[config.mk]
export PLATFORM = sky130hd
export DESIGN_NAME = mem_access_unit
export DESIGN_NICKNAME = d
export VERILOG_FILES = /design/src/rtl/mem_access_pkg.sv /design/src/rtl/mem_load_extend.sv /design/src/rtl/mem_access_unit.sv
export SDC_FILE = /design/constraint.sdc
export NUM_CORES = 1
export LEC_CHECK = 0
export CORE_MARGIN = 3
export CORE_UTILIZATION = 25
export CTS_CLUSTER_SIZE = 28
export DETAILED_ROUTE_END_ITERATION = 8
export PLACE_DENSITY = 0.5
export SKIP_LAST_GASP = 1
export SYNTH_ARGS = -nofsm -noshare
export SYNTH_HDL_FRONTEND = slang
export SYNTH_SLANG_ARGS = --single-unit
[constraint.sdc]
create_clock -name clk -period 2.6 [get_ports clk]
set_clock_uncertainty 0.05 [all_clocks]
set_input_delay 0.26 -clock clk [delete_from_list [all_inputs] [get_ports clk]]
set_output_delay 0.26 -clock clk [all_outputs]
set_load 0.02 [all_outputs]
[src/rtl/mem_access_pkg.sv]
// Shared encodings for the byte-serial load/store unit: access sizes, FSM states
// and the size-to-byte-count helper.
package mem_access_pkg;

   localparam logic [1:0] SZ_BYTE = 2'b00;
   localparam logic [1:0] SZ_HALF = 2'b01;
   localparam logic [1:0] SZ_WORD = 2'b10;

   typedef enum logic [1:0] {
      ST_IDLE,
      ST_BEAT,
      ST_RESP
   } state_t;

   // Illegal size falls into the default; it never reaches a beat.
   function automatic logic [2:0] size_bytes(input logic [1:0] size);
      case (size)
         SZ_BYTE: size_bytes = 3'd1;
         SZ_HALF: size_bytes = 3'd2;
         default: size_bytes = 3'd4;
      endcase
   endfunction

endpackage

[src/rtl/mem_load_extend.sv]
// Sign/zero extension of an assembled load value according to access size.
module mem_load_extend
   import mem_access_pkg::*;
(
   input  logic        [1:0]  size,
   input  logic               unsign,
   input  logic        [31:0] raw,
   output logic signed [31:0] ext
);

   logic signed [7:0]  raw_b;
   logic signed [15:0] raw_h;

   always_comb begin
      raw_b = raw[7:0];
      raw_h = raw[15:0];
      ext   = raw;
      case (size)
         SZ_BYTE: ext = unsign ? {24'h0, raw[7:0]}  : 32'(raw_b);
         SZ_HALF: ext = unsign ? {16'h0, raw[15:0]} : 32'(raw_h);
         default: ext = raw;
      endcase
   end

endmodule

[src/rtl/mem_access_unit.sv]
// Load/store initiator: one request at a time, executed as single-byte memory
// beats, with load assembly/extension and store byte slicing.
module mem_access_unit
   import mem_access_pkg::*;
#(
   parameter bit ALLOW_MISALIGNED = 1'b0
) (
   input  logic        clk,
   input  logic        rst,
   input  logic        req_valid,
   output logic        req_ready,
   input  logic        req_write,
   input  logic [1:0]  req_size,
   input  logic        req_unsign,
   input  logic [7:0]  req_addr,
   input  logic [31:0] req_wdata,
   output logic        resp_valid,
   output logic [31:0] resp_rdata,
   output logic        resp_err,
   output logic        MemRead,
   output logic        MemWrite,
   output logic        by,
   output logic        half,
   output logic        unsign,
   output logic [7:0]  addr,
   output logic [31:0] data_in,
   input  logic [31:0] data_out
);

   state_t state, state_nxt;

   logic [1:0]  cnt;
   logic        wr_q;
   logic [1:0]  size_q;
   logic        uns_q;
   logic [7:0]  base_q;
   logic [31:0] wdata_q;
   logic [2:0]  n_q;
   logic        err_q;
   logic [31:0] asm_q;
   logic signed [31:0] ext_data;

   logic accept;
   logic misaligned;
   logic req_bad;
   logic last_beat;
   logic data_out_unused;

   // Memory returns a zero-extended byte; only the low lane carries data.
   assign data_out_unused = ^data_out[31:8];

   assign accept     = req_valid && (state == ST_IDLE);
   assign misaligned = ((req_size == SZ_HALF) && req_addr[0]) ||
                       ((req_size == SZ_WORD) && (req_addr[1:0] != 2'b00));
   assign req_bad    = (req_size == 2'b11) || (!ALLOW_MISALIGNED && misaligned);
   assign last_beat  = ({1'b0, cnt} == (n_q - 3'd1));

   always_ff @(posedge clk or negedge rst) begin
      if (!rst) begin
         state <= ST_IDLE;
         cnt   <= 2'd0;
      end else begin
         state <= state_nxt;
         if (accept)
            cnt <= 2'd0;
         else if (state == ST_BEAT)
            cnt <= cnt + 2'd1;
      end
   end

   // Request fields and load assembly carry no reset; they are only observed
   // in states reached after an accept has loaded them.
   always_ff @(posedge clk) begin
      if (accept) begin
         wr_q    <= req_write;
         size_q  <= req_size;
         uns_q   <= req_unsign;
         base_q  <= req_addr;
         wdata_q <= req_wdata;
         n_q     <= size_bytes(req_size);
         err_q   <= req_bad;
         asm_q   <= 32'h0;
      end else if ((state == ST_BEAT) && !wr_q) begin
         asm_q[{cnt, 3'b000} +: 8] <= data_out[7:0];
      end
   end

   mem_load_extend u_extend (
      .size   (size_q),
      .unsign (uns_q),
      .raw    (asm_q),
      .ext    (ext_data)
   );

   always_comb begin
      state_nxt  = state;
      req_ready  = 1'b0;
      resp_valid = 1'b0;
      resp_err   = 1'b0;
      resp_rdata = 32'h0;
      MemRead    = 1'b0;
      MemWrite   = 1'b0;
      by         = 1'b0;
      half       = 1'b0;
      unsign     = 1'b0;
      addr       = 8'h0;
      data_in    = 32'h0;
      case (state)
         ST_IDLE: begin
            req_ready = 1'b1;
            if (req_valid)
               state_nxt = req_bad ? ST_RESP : ST_BEAT;
         end
         ST_BEAT: begin
            MemRead  = !wr_q;
            MemWrite = wr_q;
            by       = 1'b1;
            unsign   = 1'b1;
            addr     = base_q + {6'b0, cnt};
            if (wr_q)
               data_in = {24'h0, wdata_q[{cnt, 3'b000} +: 8]};
            if (last_beat)
               state_nxt = ST_RESP;
         end
         ST_RESP: begin
            resp_valid = 1'b1;
            resp_err   = err_q;
            resp_rdata = (err_q || wr_q) ? 32'h0 : ext_data;
            state_nxt  = ST_IDLE;
         end
         default: state_nxt = ST_IDLE;
      endcase
   end

endmodule

==> metrics.yaml, run 1 <==
finish:
  nNetsFinal: 587
  final_core_util: 0.353
  drive_gt1_frac: 0.117
  num-fill-cells: 1620
  final_cell_area_um2: 5740
  syn_to_final_growth_pct: 35.8
  antenna_cells: 0
floorplan:
  core.rowCount: 46
  die-area_um2: 18500
  io_pins: 159
  core_area_um2: 16200
  die_w_um: 136
  chipHeight_um: 136
  start_util: 0.260
logic_synthesis:
  synth-seq-cells: 84
  yosysSeqAreaShare: 0.517
  syn_area_per_cell_um2: 10.8
  async_flop_share: 0.0476
  yosys.area.top_type: "edfxtp_1"
  ys.flop_type: "edfxtp_1"
  synthTopCellsByArea: "edfxtp_1 (34%), dfxtp_1 (15%), a21oi_1 (5.5%), buf_4 (4.6%), mux4_2 (4.3%)"
  yosysTopAreaCellShare: 0.341
  ys_types: 40
  synth_edf_count: 48
  synth.top_cells.by_count: "edfxtp_1 (48), a21oi_1 (46), nand2_1 (36)"
  yosys_warnings: 0
  netlist_instances: 391
  synth.most_common_cell: "edfxtp_1"
  synth_area_um2: 4220
sta:
  whs_ns: 0.0778
  finalCritPeriodShare: 0.972
  max_freq_mhz: 396
  finalMaxSlewViolations: 0
  rsz0062_at_grt: "yes"
  hold_viol: 0
  setup_viol: 0
  relSlewSlack: 0.659
  worst_slew_pin_slew_ns: 0.510
  period_needed_ns: 2.53
global_route:
  grt-ovfl-total: 0
  grt_max_degree: 69
  grt_first_pass_wirelength_um: 16900
  grt_usage: 0.120
  grt_pass1_vias: 3234
  antenna_found_initial: 0
pwr:
  power_density_nw_per_um2: 824
  vdd_drop_max_v: 0.000393
  leakagePower_uw: 0.00229
  power.total_uw: 4730
detailed_routing:
  firstDrtPassIters: 4
  routedWlPerCell_um: 15.2
  drtAntennaViolNets: 0
  vias: 3190
  drt-total-wl_um: 10900
  drc: 0
  initialDrtViolationCount: 155
  via_per_inst: 4.43
setup_path:
  cp_slowest_cell: "clkdlybuf4s50_1"
  rr_worst_depth: 6
  start_kind: "register"
  slowest_delay_ns: 0.62
  worstReg2RegStart: "cnt[1]"
  cp_data_arrival_time_ns: 2.22
  reg2reg_to: "asm_q[18]"
  crit_path_end_kind: "output pin"
  cp.required_ns: 2.29
  worst-path-max-fanout: 24
  crit_chain: "nand2b_1 > or3_1 > buf_4 > a21oi_1 > clkdlybuf4s50_1"
  worst-setup-path-type: "register to output pin"
  reg2reg_slack_ns: 0.42
cts:
  cts_tree: "done"
  htree_levels: 3
  cts_made_buffers: 9
  clk_pin_slew_ns: 0.06
  cts_sinks: 84
  cts-root-buf: "clkbuf_16"
  cts_max_path_buffers: 2
  holdBufCountCts: 0
  clock_latency_ns: 0.34
run:
  cap_viol_max_count: 0
place:
  numPortBuffers: 109
  dp_hpwl_um: 7870
  placed_area_um2: 5450
  gp_congestion: 0.760
outcome:
  outcome: "completed"
min_path:
  hp-class: "input pin to async pin"
-- how the worst max path moves through the flow --
stage | startpoint | end | slack, ns
final | state[0] | resp_rdata[9] | 0.07
after detailed placement | cnt[1] | addr[7] | 0.20
after floorplan | state[1] | base_q[0] | 0.57
after global placement | base_q[1] | addr[7] | 0.21
after global routing | state[1] | addr[0] | -0.01
after CTS | state[0] | resp_rdata[19] | 0.002
-- cells in the final DEF, fill, tap and decap left out, drive strengths merged, types with 2 or more instances in the layout --
| cell | synthesis | final |
|---|---|---|
| buf | 47 | 19 |
| dlygate4sd2 | 0 | 18 |
| clkinvlp | 0 | 3 |
| nand2b | 2 | 2 |
| nand3 | 35 | 35 |
| and2 | 11 | 11 |
| xor2 | 2 | 2 |
| a21oi | 47 | 47 |
| dlymetal6s2s | 0 | 13 |
| nor4bb | 4 | 4 |
| inv | 9 | 8 |
| nor3b | 4 | 4 |
| and3 | 8 | 8 |
| ha | 8 | 8 |
| nor2b | 17 | 17 |
| conb | 1 | 25 |
| dfxtp | 32 | 32 |
| clkinv | 0 | 3 |
| nor2 | 7 | 7 |
| o21ai | 13 | 13 |
| nand4bb | 4 | 4 |
| xnor2 | 3 | 3 |
| dfrtp | 4 | 4 |
| clkdlybuf4s50 | 0 | 78 |
| mux4 | 8 | 8 |
| or3 | 4 | 4 |
| or4 | 2 | 2 |
| nor3 | 19 | 19 |
| o31ai | 3 | 3 |
| nand2 | 36 | 36 |
| edfxtp | 48 | 48 |
| clkbuf | 8 | 11 |
-- cell type report --
type	instances	area [µm²]	share of cell area
Sequential cell	84	2180	0.380
Timing Repair Buffer	128	1260	0.220
Multi-Input combinational cell	267	1720	0.300
Tap cell	216	270	0.0471
Clock inverter	5	28.8	0.00502
Clock buffer	11	233	0.0406
Inverter	9	37.5	0.00654
-- where the power goes --
group / leakage, µW / internal (µW) / switching [µW]
Clock: 0.000123 / 640 / 501
Sequential: 0.000761 / 1670 / 93.5
Combinational: 0.00140 / 758 / 1070
-- routing by layer --
layer  GRT usage  vias up  wire, µm
met5           0        -         0
met4      0.0319        0       140
met3      0.0448       11       933
met2       0.196      139      5010
met1       0.150     1493      4860
li1            -     1547         -
-- metrics by stage --
stage | setup TNS [ns] | std cells | setup slack (ns)
finish | 0 | 720 | 0.0737
floorplan | 0 | 415 | 0.565
global route | -0.0222 | 720 | -0.0143
CTS | 0 | 720 | 0.00152
detailed placement | 0 | 703 | 0.198
global placement | 0 | 703 | 0.213
-- sequential cells by signal (all words and copies together), names as in the netlist --
| name | cells |
|---|---|
| wr_q | 1 |
| err_q | 1 |
| base_q | 8 |
| uns_q | 1 |
| cnt | 2 |
| n_q | 3 |
| state | 2 |
| wdata_q | 32 |
| size_q | 2 |
| asm_q | 32 |
-- cells by family after synthesis --
kind of cell / count (synthesis) / synth area share
buffers and inverters: 64 / 0.0972
AOI/OAI and AO/OA: 64 / 0.0812
and+or+nand+nor: 155 / 0.219
xor gates and xnor gates: 5 / 0.0104
muxes: 9 / 0.0462
DFF: 84 / 0.517
other: 1 / 0.000888
adders and majority gates: 9 / 0.0284
-- what timing repair did --
action,4_1_cts,5_1_grt
setup endpoints to repair,29,18
resized for setup,20,14
pin swaps,0,0
setup buffers,1,0
-- critical path, delay by kind of cell, from the launching register on --
kind | cells | cell delay, ns
AND/OR/NAND/NOR | 2 | 0.48
AO/OA/AOI/OAI | 1 | 0.16
flip-flops | 1 | 0.37
buffers and inverters | 2 | 0.86
Power figures use the tool's default switching activity.
==> run 2: changes to the inputs <==
--- a/config.mk
+++ b/config.mk
@@ -5,11 +5,13 @@
 export SDC_FILE = /design/constraint.sdc
 export NUM_CORES = 1
 export LEC_CHECK = 0
+export CAP_MARGIN = 20
 export CORE_MARGIN = 3
 export CORE_UTILIZATION = 25
 export CTS_CLUSTER_SIZE = 28
 export DETAILED_ROUTE_END_ITERATION = 8
 export PLACE_DENSITY = 0.5
+export SKIP_CTS_REPAIR_TIMING = 1
 export SKIP_LAST_GASP = 1
 export SYNTH_ARGS = -nofsm -noshare
 export SYNTH_HDL_FRONTEND = slang
==> metrics.yaml, run 2 (same netlist as run 1, synthesis figures left out) <==
finish:
  syn_to_final_growth_pct: 37.4
  nNetsFinal: 587
  final_common_cell: "clkdlybuf4s50_1"
  drive_gt1_frac: 0.117
  antenna_cells: 0
  final_cell_mix: "clkdlybuf4s50_1 (78), edfxtp_1 (48), a21oi_1 (46)"
  final_core_util: 0.358
  largestRegisters: "asm_q x32, wdata_q x32, base_q x8"
  layoutNonFillerInstCount: 720
floorplan:
  core_area_um2: 16200
  die_w_um: 136
  io_pins: 159
  start_util: 0.260
  core.rowCount: 46
  die-area_um2: 18500
  chipHeight_um: 136
setup_path:
  start_kind: "register"
  reg2reg_to: "asm_q[18]"
  cp_data_arrival_time_ns: 2.22
  worstReg2RegStart: "cnt[1]"
  cp.required_ns: 2.29
  worst-setup-path-type: "register to output pin"
  reg2reg_slack_ns: 0.46
  rr_worst_depth: 6
  crit_path_end_kind: "output pin"
  critical_path.startpoint: "state[0]"
  worst-path-max-fanout: 24
sta:
  setup_viol: 0
  hold_viol: 0
  finalMaxSlewViolations: 0
  finalCritPeriodShare: 0.971
  setup_slack_ns: 0.0746
  period_needed_ns: 2.53
  max_freq_mhz: 396
  tns_ns: 0
global_route:
  grt_max_degree: 69
  antenna_found_initial: 0
  grt_pass1_vias: 3222
  grt_first_pass_wirelength_um: 16800
  grt_usage: 0.120
  grt-ovfl-total: 0
run:
  cap_viol_max_count: 0
pwr:
  seq_power_share: 0.372
  switching_power_uw: 1660
  vdd_drop_max_v: 0.000393
  leakagePower_uw: 0.00253
  pwr-share-clk: 0.240
  intPower_uw: 3090
  power_density_nw_per_um2: 817
  power.total_uw: 4740
  swShare: 0.349
  combPwrFrac: 0.388
cts:
  cts_made_buffers: 9
  cts_sinks: 84
  cts-root-buf: "clkbuf_16"
  htree_levels: 3
  cts_tree: "done"
  clock_latency_ns: 0.34
  clk_pin_slew_ns: 0.06
  cts_max_path_buffers: 2
place:
  gp_congestion: 0.760
  numPortBuffers: 109
  place_inst: 703
  dp_hpwl_um: 7870
  dp_slack_ns: 0.198
detailed_routing:
  drtAntennaViolNets: 0
  firstDrtPassIters: 4
  initialDrtViolationCount: 150
  drt-total-wl_um: 10900
  routedWlPerCell_um: 15.2
  via_per_inst: 4.43
  vias: 3191
  drc: 0
min_path:
  hp-class: "input pin to async pin"
outcome:
  outcome: "completed"
[run 2: changes by cell type in the layout (fill, tap and decap cells not counted), sizes merged]
| cell | change |
|---|---|
| dlygate4sd2 | -18 |
| dlymetal6s2s | +18 |
[run 2: critical path: stages, from the launching register on]
cell and delay, ns:
dfrtp_1 0.37, nand2b_1 0.17, or3_1 0.31, buf_4 0.24
a21oi_1 0.16, clkdlybuf4s50_1 0.62
[run 2: stage by stage]
stage	hold WS (ns)	cell area [µm²]
after floorplan	-0.0856	4310
after global placement	0.386	5450
after detailed placement	0.392	5450
after CTS	0.0606	5710
after global routing	0.0725	5800
final	0.0772	5800
[run 2: worst max path at each step]
stage,endpoint
after floorplan,base_q[0]
after global placement,addr[7]
after detailed placement,addr[7]
after CTS,addr[7]
after global routing,addr[0]
final,resp_rdata[9]
[run 2: power groups by stage]
stage	clock network (µW)	logic [µW]	registers (µW)
after detailed placement	0	1840	1800
after global placement	0	1830	1780
final	1140	1840	1760
after floorplan	0	1230	1770
after global routing	1240	2010	1790
after CTS	1180	1860	1770
[run 2: layer usage]
layer | global-route usage | vias to the layer above | routed length [µm]
met5 | 0 | - | 0
met4 | 0.0319 | 0 | 101
met3 | 0.0448 | 7 | 938
met2 | 0.195 | 133 | 5060
met1 | 0.150 | 1503 | 4840
li1 | - | 1548 | -
[run 2: final cells by class]
cell class                      instances  area [µm²]
Fill cell                            1604       10400
Clock inverter                          5        28.8
Tap cell                              216         270
Sequential cell                        84        2180
Clock buffer                           11         233
Multi-Input combinational cell        267        1720
Inverter                                9        37.5
Timing Repair Buffer                  128        1330
